## config.mk

```make
export PLATFORM = sky130hd
export DESIGN_NAME = gcd_binary_param_flat
export DESIGN_NICKNAME = d
export VERILOG_FILES = /design/src/rtl/gcd_binary_param_pkg.sv /design/src/rtl/gcd_binary_param_if.sv /design/src/rtl/gcd_binary_param_step.sv /design/src/rtl/gcd_binary_param.sv /design/src/flat_wrapper.sv
export SDC_FILE = /design/constraint.sdc
export NUM_CORES = 1
export LEC_CHECK = 0
export BUFFER_PORTS_ARGS = -buffer_cell sky130_fd_sc_hd__buf_2
export CORE_MARGIN = 4
export CORE_UTILIZATION = 51
export DETAILED_ROUTE_END_ITERATION = 8
export GPL_TIMING_DRIVEN = 0
export PLACE_DENSITY = 0.7
export SLEW_MARGIN = 20
export SYNTH_ARGS = -nofsm -noshare
export SYNTH_HDL_FRONTEND = slang
export SYNTH_SLANG_ARGS = --single-unit
```

## constraint.sdc

```tcl
create_clock -name clk -period 16.4 [get_ports clk]
set_clock_uncertainty 0.15 [all_clocks]
set_input_delay 3.28 -clock clk [delete_from_list [all_inputs] [get_ports clk]]
set_output_delay 3.28 -clock clk [all_outputs]
set_load 0.03 [all_outputs]
```

## src/rtl/gcd_binary_param_pkg.sv

```systemverilog
// Shared types for the binary GCD engine: FSM state encoding and counter sizing.
package gcd_pkg;

   typedef enum logic [1:0] {
      IDLE,
      COMPUTE,
      DONE
   } state_t;

   // Worst case is 2*WIDTH+1 iterations, so the counter must be able to hold that value.
   function automatic int cntWidth(input int width);
      return $clog2(2 * width + 2);
   endfunction

endpackage

```

## src/rtl/gcd_binary_param_if.sv

```systemverilog
// Operand/result handshake bundle for gcd_binary_param.
// cycles_out exists only when GCD_CYCLE_CNT_EN is defined.
interface gcd_binary_param_if
   import gcd_pkg::*;
#(
   parameter int WIDTH = 64
);

   logic             in_valid;
   logic             in_ready;
   logic [WIDTH-1:0] a_in;
   logic [WIDTH-1:0] b_in;
   logic             out_valid;
   logic             out_ready;
   logic [WIDTH-1:0] gcd_out;
   logic             coprime;
`ifdef GCD_CYCLE_CNT_EN
   localparam int CNT_W = cntWidth(WIDTH);
   logic [CNT_W-1:0] cycles_out;

   modport master (output in_valid, a_in, b_in, out_ready,
                   input  in_ready, out_valid, gcd_out, coprime, cycles_out);
   modport slave  (input  in_valid, a_in, b_in, out_ready,
                   output in_ready, out_valid, gcd_out, coprime, cycles_out);
`else
   modport master (output in_valid, a_in, b_in, out_ready,
                   input  in_ready, out_valid, gcd_out, coprime);
   modport slave  (input  in_valid, a_in, b_in, out_ready,
                   output in_ready, out_valid, gcd_out, coprime);
`endif

endinterface

```

## src/rtl/gcd_binary_param_step.sv

```systemverilog
// One Stein GCD iteration, purely combinational; the first matching rule wins.
module gcd_step #(
   parameter int WIDTH = 64,
   parameter int K_W   = 7
) (
   input  logic [WIDTH-1:0] i_a,
   input  logic [WIDTH-1:0] i_b,
   input  logic [K_W-1:0]   i_k,
   output logic [WIDTH-1:0] o_a,
   output logic [WIDTH-1:0] o_b,
   output logic [K_W-1:0]   o_k,
   output logic             o_term,
   output logic [WIDTH-1:0] o_result
);

   // The larger operand is always the minuend, so the subtractions never borrow.
   always_comb begin
      o_a      = i_a;
      o_b      = i_b;
      o_k      = i_k;
      o_term   = 1'b0;
      o_result = (i_a | i_b) << i_k;
      if ((i_a == i_b) || (i_a == '0) || (i_b == '0)) begin
         o_term = 1'b1;
      end else if (!i_a[0] && !i_b[0]) begin
         o_a = i_a >> 1;
         o_b = i_b >> 1;
         o_k = i_k + K_W'(1);
      end else if (!i_a[0]) begin
         o_a = i_a >> 1;
      end else if (!i_b[0]) begin
         o_b = i_b >> 1;
      end else if (i_a > i_b) begin
         o_a = (i_a - i_b) >> 1;
      end else begin
         o_b = (i_b - i_a) >> 1;
      end
   end

endmodule

```

## src/rtl/gcd_binary_param.sv

```systemverilog
// Binary (Stein) GCD engine with valid/ready handshakes on both sides.
// Define GCD_CYCLE_CNT_EN to expose the per-job iteration count on cycles_out.
module gcd_binary_param
   import gcd_pkg::*;
#(
   parameter int WIDTH = 64,
   parameter int CNT_W = cntWidth(WIDTH)
) (
   input logic               clk,
   input logic               rst,
   gcd_binary_param_if.slave bus
);

   localparam int K_W = $clog2(WIDTH + 1);

   state_t           r_state;
   logic [WIDTH-1:0] r_a;
   logic [WIDTH-1:0] r_b;
   logic [K_W-1:0]   r_k;
   logic [CNT_W-1:0] r_iter;
   logic [WIDTH-1:0] r_gcd;
   logic             r_coprime;
`ifdef GCD_CYCLE_CNT_EN
   logic [CNT_W-1:0] r_cycles;
`endif

   logic [WIDTH-1:0] w_nextA;
   logic [WIDTH-1:0] w_nextB;
   logic [K_W-1:0]   w_nextK;
   logic             w_term;
   logic [WIDTH-1:0] w_result;

   gcd_step #(
      .WIDTH (WIDTH),
      .K_W   (K_W)
   ) u_step (
      .i_a      (r_a),
      .i_b      (r_b),
      .i_k      (r_k),
      .o_a      (w_nextA),
      .o_b      (w_nextB),
      .o_k      (w_nextK),
      .o_term   (w_term),
      .o_result (w_result)
   );

   // Result registers only load on the terminating step, so they hold through DONE and after.
   always_ff @(posedge clk or posedge rst) begin
      if (rst) begin
         r_state   <= IDLE;
         r_a       <= '0;
         r_b       <= '0;
         r_k       <= '0;
         r_iter    <= '0;
         r_gcd     <= '0;
         r_coprime <= 1'b0;
`ifdef GCD_CYCLE_CNT_EN
         r_cycles  <= '0;
`endif
      end else begin
         case (r_state)
            IDLE: begin
               if (bus.in_valid) begin
                  r_a     <= bus.a_in;
                  r_b     <= bus.b_in;
                  r_k     <= '0;
                  r_iter  <= '0;
                  r_state <= COMPUTE;
               end
            end
            COMPUTE: begin
               r_iter <= r_iter + CNT_W'(1);
               if (w_term) begin
                  r_gcd     <= w_result;
                  r_coprime <= (w_result == WIDTH'(1));
`ifdef GCD_CYCLE_CNT_EN
                  r_cycles  <= r_iter + CNT_W'(1);
`endif
                  r_state   <= DONE;
               end else begin
                  r_a <= w_nextA;
                  r_b <= w_nextB;
                  r_k <= w_nextK;
               end
            end
            DONE: begin
               if (bus.out_ready) begin
                  r_state <= IDLE;
               end
            end
            default: r_state <= IDLE;
         endcase
      end
   end

   assign bus.in_ready  = (r_state == IDLE);
   assign bus.out_valid = (r_state == DONE);
   assign bus.gcd_out   = r_gcd;
   assign bus.coprime   = r_coprime;
`ifdef GCD_CYCLE_CNT_EN
   assign bus.cycles_out = r_cycles;
`endif

   // Every non-terminating step drops a bit, so the job must end within 2*WIDTH+1 cycles.
   always @(posedge clk) begin
      if (!rst && (r_state == COMPUTE)) begin
         assert (r_iter < CNT_W'(2 * WIDTH + 1));
      end
   end

endmodule

```

## src/flat_wrapper.sv

```systemverilog
// flat-port wrapper written by rule: the top's interface ports become plain ports
module gcd_binary_param_flat import gcd_pkg::*;
#(
   parameter int WIDTH = 64,
   parameter int CNT_W = cntWidth(WIDTH)
)
  (clk, rst, bus_in_valid, bus_a_in, bus_b_in, bus_out_ready, bus_in_ready, bus_out_valid, bus_gcd_out, bus_coprime);
  gcd_binary_param_if #(.WIDTH(WIDTH)) bus_i ();
  input logic clk;
  input logic rst;
  input wire logic [$bits(bus_i.in_valid)-1:0] bus_in_valid;
  input wire logic [$bits(bus_i.a_in)-1:0] bus_a_in;
  input wire logic [$bits(bus_i.b_in)-1:0] bus_b_in;
  input wire logic [$bits(bus_i.out_ready)-1:0] bus_out_ready;
  output wire logic [$bits(bus_i.in_ready)-1:0] bus_in_ready;
  output wire logic [$bits(bus_i.out_valid)-1:0] bus_out_valid;
  output wire logic [$bits(bus_i.gcd_out)-1:0] bus_gcd_out;
  output wire logic [$bits(bus_i.coprime)-1:0] bus_coprime;
  assign bus_i.in_valid = bus_in_valid;
  assign bus_i.a_in = bus_a_in;
  assign bus_i.b_in = bus_b_in;
  assign bus_i.out_ready = bus_out_ready;
  assign bus_in_ready = bus_i.in_ready;
  assign bus_out_valid = bus_i.out_valid;
  assign bus_gcd_out = bus_i.gcd_out;
  assign bus_coprime = bus_i.coprime;
  gcd_binary_param #(.WIDTH(WIDTH), .CNT_W(CNT_W)) u_core (.clk(clk), .rst(rst), .bus(bus_i));
endmodule
```

**Word level (Yosys, flattened, before mapping)**

Cells that the tools add are included.

- Add/sub/neg operators: 3
- Order comparisons: 1
- Equality and inequality tests: 14
- Shift operators: 1
- Multiplexer cells: 26
- Bitwise operators: 1
- Reduce and logical (&&, ||, !) cells: 16

Operators with widths:

| kind | number |
|---|---|
| $mux 64 | 14 |
| $pmux 64 s2 | 2 |
| $logic_not 64->1 | 2 |
| $sub 64x64->64 | 2 |
| $eq 64x1->1 const B | 1 |
| $eq 64x64->1 | 1 |
| $gt 64x64->1 | 1 |
| $or 64x64->64 | 1 |
| $shl 64x7->64 | 1 |
| $mux 7 | 4 |
| $pmux 7 s2 | 1 |
| $ne 2x2->1 const B | 6 |
| $ne 4x4->1 const B | 3 |
| $reduce_and 6->1 | 2 |
| $reduce_and 5->1 | 2 |
| $add 7x1->7 const B | 1 |
| $mux 2 | 3 |
| $pmux 2 s3 | 1 |
| $reduce_and 4->1 | 1 |
| $ne 3x2->1 const B | 1 |
| $reduce_and 3->1 | 1 |
| $eq 2x1->1 const B | 1 |
| $eq 2x2->1 const B | 1 |
| $logic_not 1->1 | 2 |
| other kinds (6) | 7 |

- Flip-flop bits (word level): 202
- Bits of input ports: 132
- Output and inout port bits: 67
- Word-level logic and storage cells: 70

**Longest topological paths before layout**

Gate-level depths: netlist of run 1.

- Depth in word-level cells: 8
- Depth in mapped cells: 16
- Depth with buffers taken out: 14

**Hierarchy**

From an unflattened synthesis of run 1, not the netlist that was laid out.

- Cell total of the unflattened synthesis: 3185
- Area, all modules: 24958.9 um2

Modules (own cells, without submodules):

| module | instances | cells each | area each (um2) | seq. area each (um2) |
|---|---|---|---|---|
| gcd_step | 1 | 2429 | 16067.9 | 0.0 |
| gcd_binary_param | 1 | 756 | 8891.0 | 5054.8 |

**Worst setup path before layout of run 1**

Ideal clock, no wire load.

- Path kind: input to register
- From: input port bus_in_valid
- To: register u_core.r_k[6]
- Setup time: 154 ps
- Arrival: 4523 ps
- Data required time: 16096 ps
- Slack: 11574 ps
- Cell stages on the path: 7
- Path buffers: 1
- Cell sequence: and2_1 clkbuf_1 nor2b_4 nor2_1 nand4_1 o21a_1 a2bb2oi_1

- Cells in the longest elaborated chain, start to end: 2

Ends and longest elaborated chain:

| element | RTL line | source |
|---|---|---|
| from (decl) | flat_wrapper.sv:11 | `input wire logic [$bits(bus_i.in_valid)-1:0] bus_in_valid;` |
| $ne 2x2->1 (no line) | -- |  |
| $reduce_and 5->1 (no line) | -- |  |
| to (signal assigned) | gcd_binary_param.sv:83 | `r_k <= w_nextK;` |
| to (decl) | gcd_binary_param.sv:19 | `logic [K_W-1:0] r_k;` |

Every way passes these cells.
A chain may end at the register's enable or synchronous reset.

**Worst setup path in the final report of run 1**

- From: register u_core.r_b[15]
- To: register u_core.r_b[29]

- Cells in the longest elaborated chain, start to end: 8
- Elaborated cells between the ends (all ways): 18
- Those cells by class: 1 x add/sub; 1 x order compare; 4 x eq/ne; 8 x mux; 4 x reduce/logical

Ends and longest elaborated chain:

| element | RTL line | source |
|---|---|---|
| from (decl) | gcd_binary_param.sv:18 | `logic [WIDTH-1:0] r_b;` |
| from (signal assigned) | gcd_binary_param.sv:65 | `r_b <= bus.b_in;` |
| from (signal assigned) | gcd_binary_param.sv:82 | `r_b <= w_nextB;` |
| $sub 64x64->64 | gcd_binary_param_step.sv:36 | `o_b = (i_b - i_a) >> 1;` |
| $mux 64 | gcd_binary_param_step.sv:33 | `end else if (i_a > i_b) begin` |
| $mux 64 | gcd_binary_param_step.sv:31 | `end else if (!i_b[0]) begin` |
| $mux 64 | gcd_binary_param_step.sv:29 | `end else if (!i_a[0]) begin` |
| $mux 64 | gcd_binary_param_step.sv:25 | `end else if (!i_a[0] && !i_b[0]) begin` |
| $mux 64 | gcd_binary_param_step.sv:23 | `if ((i_a == i_b) \|\| (i_a == '0) \|\| (i_b == '0)) begin` |
| $mux 64 | gcd_binary_param.sv:73 | `if (w_term) begin` |
| $pmux 64 s2 | gcd_binary_param.sv:61 | `case (r_state)` |

Parallel ways exist; a longest one is shown, timed or not. The select of a mux whose other input is x is not followed.

==> results of run 1 <==
-- worst max-delay path by stage --
stage	cells past startpoint	to	slack (ns)
final	15	u_core.r_b[29]	10.53
after global routing	9	u_core.r_a[33]	10.64
after CTS	9	u_core.r_a[33]	10.88
after detailed placement	9	u_core.r_a[33]	10.32
after global placement	2	u_core.r_b[58]	4.96
after floorplan	1	u_core.bus.coprime	7.46
-- cells by family (layout without fill, tap and decap cells) --
group / count (synthesis) / count (layout) / synth area share [%]
XOR/XNOR: 121 / 121 / 4.63
other: 0 / 4 / 0
AO/OA/AOI/OAI: 973 / 973 / 28.0
multiplexers: 185 / 185 / 10.0
flip-flops: 202 / 202 / 22.1
adder cells (fa/ha/maj): 194 / 194 / 10.7
AND/OR/NAND/NOR: 848 / 848 / 16.8
buffers and inverters: 423 / 673 / 7.82
-- per-layer routing --
layer	part of all wire, %	global-route usage, %
met3	14	17.8
met4	11	41.7
met5	0.14	1.46
met2	41	73.2
met1	34	56.6
-- sequential cells by signal, summed over array words and instances, names as in the netlist --
| register | cells |
|---|---|
| u_core.bus.gcd_out | 64 |
| u_core.r_a | 64 |
| u_core.r_b | 64 |
| u_core.bus.coprime | 1 |
| u_core.r_k | 7 |
| u_core.r_state | 2 |
-- Yosys cell counts (7+ instances only) --
cell type and instances:
sky130_fd_sc_hd__nor3_1 42, sky130_fd_sc_hd__nand2b_1 20, sky130_fd_sc_hd__and3_1 9, sky130_fd_sc_hd__o211ai_1 63
sky130_fd_sc_hd__a21oi_1 199, sky130_fd_sc_hd__nor4_1 67, sky130_fd_sc_hd__or2_2 10, sky130_fd_sc_hd__o21ai_0 269
sky130_fd_sc_hd__a31oi_1 24, sky130_fd_sc_hd__a21boi_0 10, sky130_fd_sc_hd__nand4_1 18, sky130_fd_sc_hd__nand2_1 311
sky130_fd_sc_hd__ha_1 192, sky130_fd_sc_hd__xnor2_1 115, sky130_fd_sc_hd__or3_1 12, sky130_fd_sc_hd__buf_1 13
sky130_fd_sc_hd__nor2_1 262, sky130_fd_sc_hd__mux4_2 24, sky130_fd_sc_hd__a21o_1 18, sky130_fd_sc_hd__o21ai_1 9
sky130_fd_sc_hd__clkbuf_1 102, sky130_fd_sc_hd__buf_2 69, sky130_fd_sc_hd__o21a_1 7, sky130_fd_sc_hd__o221ai_1 62
sky130_fd_sc_hd__o31ai_1 66, sky130_fd_sc_hd__a211oi_1 23, sky130_fd_sc_hd__nand3_1 39, sky130_fd_sc_hd__o22ai_1 38
sky130_fd_sc_hd__mux2_2 70, sky130_fd_sc_hd__buf_4 12, sky130_fd_sc_hd__o311ai_0 12, sky130_fd_sc_hd__nor2b_1 24
sky130_fd_sc_hd__mux2i_1 87, sky130_fd_sc_hd__dfrtp_1 202, sky130_fd_sc_hd__inv_1 213, sky130_fd_sc_hd__o21bai_1 34
sky130_fd_sc_hd__a221oi_1 50
-- through the flow --
step / worst slack [ns] / hold WS, ns / area, um2
3_3_place_gp: 4.96 / 0.305 / 24600
3_5_place_dp: 10.32 / 0.314 / 24700
6_report: 10.53 / 0.325 / 25700
4_1_cts: 10.88 / 0.328 / 25700
5_1_grt: 10.64 / 0.344 / 25700
2_1_floorplan: 7.46 / 0.347 / 22900
-- worst min-delay path, stage by stage, from the launching register on --
cell and delay, ns:
sky130_fd_sc_hd__dfrtp_1 0.33, sky130_fd_sc_hd__nand2_1 0.05, sky130_fd_sc_hd__o31ai_1 0.05
-- layout make-up --
class	instances	area (um2)
Fill cell	4105	18600
Clock buffer	35	756
Inverter	218	826
Tap cell	592	741
Antenna cell	4	10.0
Sequential cell	202	5050
Clock inverter	14	200
Buffer	205	975
Timing Repair Buffer	201	1060
Multi-Input combinational cell	2321	16100
==> load_flow_metrics.sql, run 1 <==
INSERT INTO impl_metrics (metric_group, metric, value, unit) VALUES
('layout', 'layout-drive-gt1-share', '15.1', '%'),
('drt', 'dr.pass1.iters', '8', ''),
('placement', 'dp.cells', '3738', ''),
('floorplan', 'placeableCoreArea', '44300', 'um2'),
('cts', 'cell_at_the_root_of_the_clock_tree', 'sky130_fd_sc_hd__clkbuf_16', ''),
('timing', 'setup-violations-final', '0', ''),
('synth', 'synth-warning-count', '0', ''),
('worst_setup_path', 'worst-endpoint-arrival', '6.18', 'ns'),
('cts', 'cts-htree-levels', '1', ''),
('timing', 'timing.max_slew.rel_slack', '13.3', '%'),
('floorplan', 'die-width', '220', 'um'),
('drt', 'drt.antenna.violating_nets', '0', ''),
('cts', 'cts_tree', 'done', ''),
('drt', 'wirelength', '124000', 'um'),
('layout', 'leading_cell_types_in_the_layout_fill_and_taps_excluded', 'sky130_fd_sc_hd__nand2_1, sky130_fd_sc_hd__o21ai_0, sky130_fd_sc_hd__buf_2, sky130_fd_sc_hd__nor2_1, sky130_fd_sc_hd__inv_1', ''),
('placement', 'io_buffer_count', '198', ''),
('drt', 'detail_route.drc_violations', '0', ''),
('grt', 'first_global_vias', '25800', ''),
('floorplan', 'fp.dieH', '220', 'um'),
('placement', 'place.gp.congestion', '1.14', ''),
('synth', 'syn_area', '22900', 'um2'),
('grt', 'grt_start_max_net_pins', '91', ''),
('worst_setup_path', 'path_cells', 'inv_1, ha_1, buf_2, nor4_2, nand2_1, a211oi_1, a211oi_2, o2111ai_2, nand3b_1, nand3_1, buf_2, clkbuf_1, o221ai_1, o211ai_1, o21ai_0', ''),
('timing', 'period_minus_slack', '5.87', 'ns'),
('layout', 'syn_to_final_growth', '12.2', '%'),
('floorplan', 'rows', '77', ''),
('synth', 'yosysUniqueCellTypes', '104', ''),
('cts', 'cts_made_buffers', '27', ''),
('timing', 'total_negative_slack_for_setup_checks', '0', 'ns'),
('drt', 'routed_wirelength_normalized_by_instance_count', '32.8', 'um'),
('timing', 'drv_slew', '0', ''),
('floorplan', 'dieArea', '48400', 'um2'),
('run_status', 'outcome', 'complete, no violations', ''),
('min_path', 'min_delay_path_depth', '2', ''),
('synth', 'postSynth.topFlopCell', 'sky130_fd_sc_hd__dfrtp_1', ''),
('worst_setup_path', 'worstSetupEndpointType', 'register', ''),
('cts', 'cts.reportedPaths.clkPinSlew', '0.07', 'ns'),
('layout', 'design.final.nets', '3502', ''),
('drt', 'overall_via_count_from_detail_route', '27200', ''),
('drt', 'dr.first_iter.drc_count', '4075', ''),
('grt', 'global_route.usage.total', '49.5', '%'),
('min_path', 'timing.hold.worst_endpoint', 'u_core.bus.gcd_out[1]', ''),
('synth', 'asyncSetResetFlopFracSynth', '100', '%'),
('synth', 'synth.top_cells.by_area', 'sky130_fd_sc_hd__dfrtp_1, sky130_fd_sc_hd__ha_1, sky130_fd_sc_hd__o21ai_0', ''),
('cts', 'clk_lat_worst_skew', '0.61', 'ns'),
('worst_setup_path', 'timing.reg2reg.setup_slack', '10.53', 'ns'),
('layout', 'core_util_final', '58.0', '%'),
('drt', 'drt-vias-per-instance', '7.18', ''),
('min_path', 'timing.hold.worst.start', 'u_core.bus.gcd_out[1]', ''),
('grt', 'grt_antenna_before_repair', '10', ''),
('worst_setup_path', 'rr_startpoint', 'u_core.r_b[15]', ''),
('worst_setup_path', 'slowest_stage', 'sky130_fd_sc_hd__clkbuf_1', ''),
('floorplan', 'initial_core_util', '51.7', '%'),
('cts', 'cts_max_path_bufs', '3', ''),
('run', 'total_of_max_cap_violations', '0', ''),
('synth', 'synth.net_count', '3272', ''),
('worst_setup_path', 'crit_top_cell', 'sky130_fd_sc_hd__buf_2', ''),
('min_path', 'worst_hold_path_type', 'reg2reg', ''),
('layout', 'mostFrequentLayoutCell', 'sky130_fd_sc_hd__nand2_1', ''),
('synth', 'synth_sequential_area_ratio', '22.1', '%'),
('layout', 'finish.cell_count_without_fillers', '3792', ''),
('grt', 'grt_pass1_wl', '175000', 'um'),
('worst_setup_path', 'cp_slowest_stage_delay', '0.77', 'ns'),
('synth', 'synth_enable_flop_cells', '0', ''),
('cts', 'cts_hold_repair.buffers', '0', ''),
('worst_setup_path', 'buf_inv_stages_crit_path', '4', ''),
('floorplan', 'top_level_ports', '199', ''),
('grt', 'overflow', '0', ''),
('timing', 'period_share', '35.8', '%'),
('synth', 'yosys.area.top_type', 'sky130_fd_sc_hd__dfrtp_1', ''),
('cts', 'clock-sinks', '202', '');
Power of run 1 is left out: the tool's default activity adds up to more than one toggle a clock period on the data nets, which glitch-free logic cannot reach.
==> inputs of run 2 (changes only) <==
--- a/config.mk
+++ b/config.mk
@@ -5,12 +5,13 @@
 export SDC_FILE = /design/constraint.sdc
 export NUM_CORES = 1
 export LEC_CHECK = 0
+export ABC_AREA = 1
 export BUFFER_PORTS_ARGS = -buffer_cell sky130_fd_sc_hd__buf_2
 export CORE_MARGIN = 4
 export CORE_UTILIZATION = 51
 export DETAILED_ROUTE_END_ITERATION = 8
 export GPL_TIMING_DRIVEN = 0
-export PLACE_DENSITY = 0.7
+export PLACE_DENSITY = 0.72
 export SLEW_MARGIN = 20
 export SYNTH_ARGS = -nofsm -noshare
 export SYNTH_HDL_FRONTEND = slang
==> constraint.sdc (replaced) <==
create_clock -name clk -period 5.2 [get_ports clk]
set_clock_uncertainty 0.15 [all_clocks]
set_input_delay 1.04 -clock clk [delete_from_list [all_inputs] [get_ports clk]]
set_output_delay 1.04 -clock clk [all_outputs]
set_load 0.03 [all_outputs]
==> load_flow_metrics.sql, run 2 <==
INSERT INTO impl_metrics (metric_group, metric, value, unit) VALUES
('run_status', 'outcome', 'complete, but fails checks', ''),
('run_status', 'failed_checks', 'design-rule violations', ''),
('synth', 'post_synthesis_cell_count', '4287', ''),
('floorplan', 'fp.dieH', '232', 'um'),
('layout', 'final_design_area_no_fill', '28600', 'um2'),
('drt', 'detail_route.drc_violations', '9', ''),
('worst_setup_path', 'path_cells', 'inv_1, ha_1, inv_1, a21oi_1, o21ai_1, nand2_1, and2_1, nand2_1, a21oi_2, nand2_4, nand2_4, nand2_4, clkbuf_1, o21ai_0, nand2_1, nand2_1', ''),
('synth', 'synth_sequential_area_ratio', '19.7', '%'),
('drt', 'met3_length', '16900', 'um'),
('floorplan', 'dieArea', '54000', 'um2'),
('floorplan', 'die-width', '232', 'um'),
('worst_setup_path', 'worst-endpoint-arrival', '5.11', 'ns'),
('worst_setup_path', 'rr_startpoint', 'u_core.r_b[41]', ''),
('timing', 'setup-violations-final', '0', ''),
('worst_setup_path', 'data_required_time_at_the_worst_endpoint', '5.59', 'ns'),
('cts', 'clock-sinks', '202', ''),
('layout', 'fillers', '5026', ''),
('synth', 'yosys_register_bits', '202', ''),
('worst_setup_path', 'timing.reg2reg.worst_path_depth', '16', ''),
('timing', 'grt_setup_unrepaired', 'false', ''),
('floorplan', 'initial_core_util', '51.4', '%'),
('timing', 'total_negative_slack_for_setup_checks', '0', 'ns'),
('worst_setup_path', 'timing.reg2reg.setup_slack', '0.48', 'ns'),
('cts', 'cts_tree', 'done', ''),
('drt', 'overall_via_count_from_detail_route', '32400', ''),
('placement', 'io_buffer_count', '198', ''),
('cts', 'postCtsSetupBuffers', '0', ''),
('layout', 'design.final.nets', '4845', ''),
('grt', 'global_route.usage.total', '49.6', '%'),
('timing', 'period_share', '90.8', '%'),
('layout', 'finish.cell_count_without_fillers', '5217', ''),
('drt', 'dr.first_iter.drc_count', '4831', ''),
('floorplan', 'placeableCoreArea', '50000', 'um2'),
('synth', 'post_synth_most_frequent_cells', 'sky130_fd_sc_hd__nand2_1, sky130_fd_sc_hd__nand3_1, sky130_fd_sc_hd__inv_1', ''),
('synth', 'synth.top_cells.by_area', 'sky130_fd_sc_hd__dfrtp_1, sky130_fd_sc_hd__nand2_1, sky130_fd_sc_hd__nand3_1', ''),
('cts', 'cell_at_the_root_of_the_clock_tree', 'sky130_fd_sc_hd__clkbuf_16', ''),
('timing', 'finalHoldViolCount', '0', ''),
('drt', 'routed_wirelength_normalized_by_instance_count', '26.5', 'um'),
('synth', 'synth_enable_flop_cells', '0', ''),
('grt', 'grt_start_max_net_pins', '36', ''),
('synth', 'synth-warning-count', '0', ''),
('grt', 'grt_antenna_before_repair', '10', ''),
('run', 'total_of_max_cap_violations', '0', ''),
('synth', 'yosysUniqueCellTypes', '50', ''),
('drt', 'met1Wirelength', '48500', 'um'),
('placement', 'place_hpwl', '114000', 'um'),
('layout', 'layout-drive-gt1-share', '12.5', '%'),
('timing', 'timing.max_slew.rel_slack', '25.4', '%'),
('timing', 'max_freq', '0.212', 'GHz'),
('grt', 'first_global_vias', '30400', ''),
('synth', 'area_share_of_the_largest_cell_type_after_synthesis', '19.7', '%'),
('worst_setup_path', 'criticalPathCategory', 'reg2reg', ''),
('worst_setup_path', 'slowest_stage', 'sky130_fd_sc_hd__o21ai_0', ''),
('placement', 'placed_area', '27700', 'um2'),
('cts', 'cts_made_buffers', '26', ''),
('cts', 'cts-htree-levels', '1', ''),
('timing', 'postLayoutSetupSlackWorst', '0.479', 'ns'),
('synth', 'asyncSetResetFlopFracSynth', '100', '%'),
('drt', 'drt-vias-per-instance', '6.21', ''),
('floorplan', 'rows', '82', ''),
('placement', 'place.gp.congestion', '1.13', ''),
('synth', 'syn_area', '25700', 'um2'),
('worst_setup_path', 'worstSetupEndpointType', 'register', ''),
('layout', 'syn_to_final_growth', '11.1', '%'),
('worst_setup_path', 'timing.rr.end', 'u_core.r_b[40]', ''),
('grt', 'grt_pass1_wl', '198000', 'um'),
('drt', 'wirelength', '138000', 'um'),
('cts', 'cts_max_path_bufs', '3', ''),
('synth', 'postSynth.topFlopCell', 'sky130_fd_sc_hd__dfrtp_1', ''),
('worst_setup_path', 'cp_slowest_stage_delay', '0.93', 'ns'),
('floorplan', 'top_level_ports', '199', ''),
('placement', 'dp.cells', '5163', ''),
('cts', 'clk_lat_worst_skew', '0.62', 'ns'),
('drt', 'route.top_layer_used', 'met5', ''),
('worst_setup_path', 'crit_top_cell', 'sky130_fd_sc_hd__nand2_1', ''),
('drt', 'detailroute.wirelength.met2', '57300', 'um'),
('cts', 'cts.reportedPaths.clkPinSlew', '0.07', 'ns'),
('synth', 'synth_most_common_cell', 'sky130_fd_sc_hd__nand2_1', ''),
('drt', 'dr.pass1.iters', '9', ''),
('placement', 'dp_worst_setup_slack', '0.704', 'ns'),
('worst_setup_path', 'timing.critical_path.fanout_max', '10', ''),
('cts', 'cts_hold_repair.buffers', '0', ''),
('synth', 'average_footprint_of_a_synthesized_cell', '6.00', 'um2'),
('grt', 'overflow', '0', ''),
('layout', 'leading_cell_types_in_the_layout_fill_and_taps_excluded', 'sky130_fd_sc_hd__nand2_1, sky130_fd_sc_hd__nand3_1, sky130_fd_sc_hd__inv_1, sky130_fd_sc_hd__nor2_1, sky130_fd_sc_hd__o21ai_0', ''),
('timing', 'period_minus_slack', '4.72', 'ns'),
('drt', 'drt.antenna.violating_nets', '0', ''),
('timing', 'worst_pin_slew', '1.11', 'ns'),
('timing', 'drv_slew', '0', ''),
('layout', 'mostFrequentLayoutCell', 'sky130_fd_sc_hd__nand2_1', ''),
('synth', 'synth.net_count', '4613', ''),
('min_path', 'worst_hold_path_type', 'in2async', ''),
('synth', 'yosys.area.top_type', 'sky130_fd_sc_hd__dfrtp_1', ''),
('worst_setup_path', 'critical_path.startpoint_type', 'register', ''),
('cts', 'ctsResizeCount', '0', '');
-- run 2: worst max-delay path by stage --
stage / start / endpoint / slack [ns] / cells past startpoint
3_5_place_dp: u_core.r_b[41] / u_core.r_b[40] / 0.70 / 16
3_3_place_gp: rst / u_core.r_a[50] / 0.04 / 2
2_1_floorplan: rst / u_core.bus.coprime / 1.39 / 1
6_report: u_core.r_b[41] / u_core.r_b[40] / 0.48 / 16
5_1_grt: u_core.r_b[41] / u_core.r_b[40] / 0.61 / 16
4_1_cts: u_core.r_b[41] / u_core.r_b[40] / 0.69 / 16
-- run 2: cell type report --
type | instances | area [um2] | area share [%]
Clock buffer | 32 | 693 | 2.43
Sequential cell | 202 | 5050 | 17.7
Tap cell | 672 | 841 | 2.94
Clock inverter | 16 | 188 | 0.657
Multi-Input combinational cell | 3439 | 18000 | 63.0
Timing Repair Buffer | 204 | 1110 | 3.89
Inverter | 473 | 1780 | 6.23
Buffer | 173 | 893 | 3.13
Antenna cell | 6 | 15.0 | 0.0526
-- run 2: kinds of logic after synthesis --
group	synth area share, %
DFF	19.7
buffers and inverters	10.4
adders and majority gates	9.50
xor gates and xnor gates	2.79
AOI/OAI and AO/OA	15.1
and+or+nand+nor	42.5
-- run 2: routing by layer --
metal / GRT usage (%) / vias up
met5: 0.184 / -
li1: - / 14400
met4: 42.8 / 14
met1: 57.2 / 15000
met3: 15.9 / 688
met2: 74.0 / 2404
-- run 2: stage by stage --
| step | utilization (%) | hold WS (ns) |
|---|---|---|
| floorplan | - | 0.324 |
| global placement | 55.1 | 0.309 |
| finish | 57.1 | 0.292 |
| global route | 57.1 | 0.329 |
| detailed placement | 55.4 | 0.310 |
| CTS | 57.1 | 0.306 |
-- run 2: critical path, delay by kind of cell (launching register included) --
family	cells	cell delay (ns)
compound gates	4	1.66
fa+ha+maj	1	0.52
buf+inv	3	0.65
flops	1	0.59
simple gates	8	1.06
Power of run 2 is left out for the same reason.
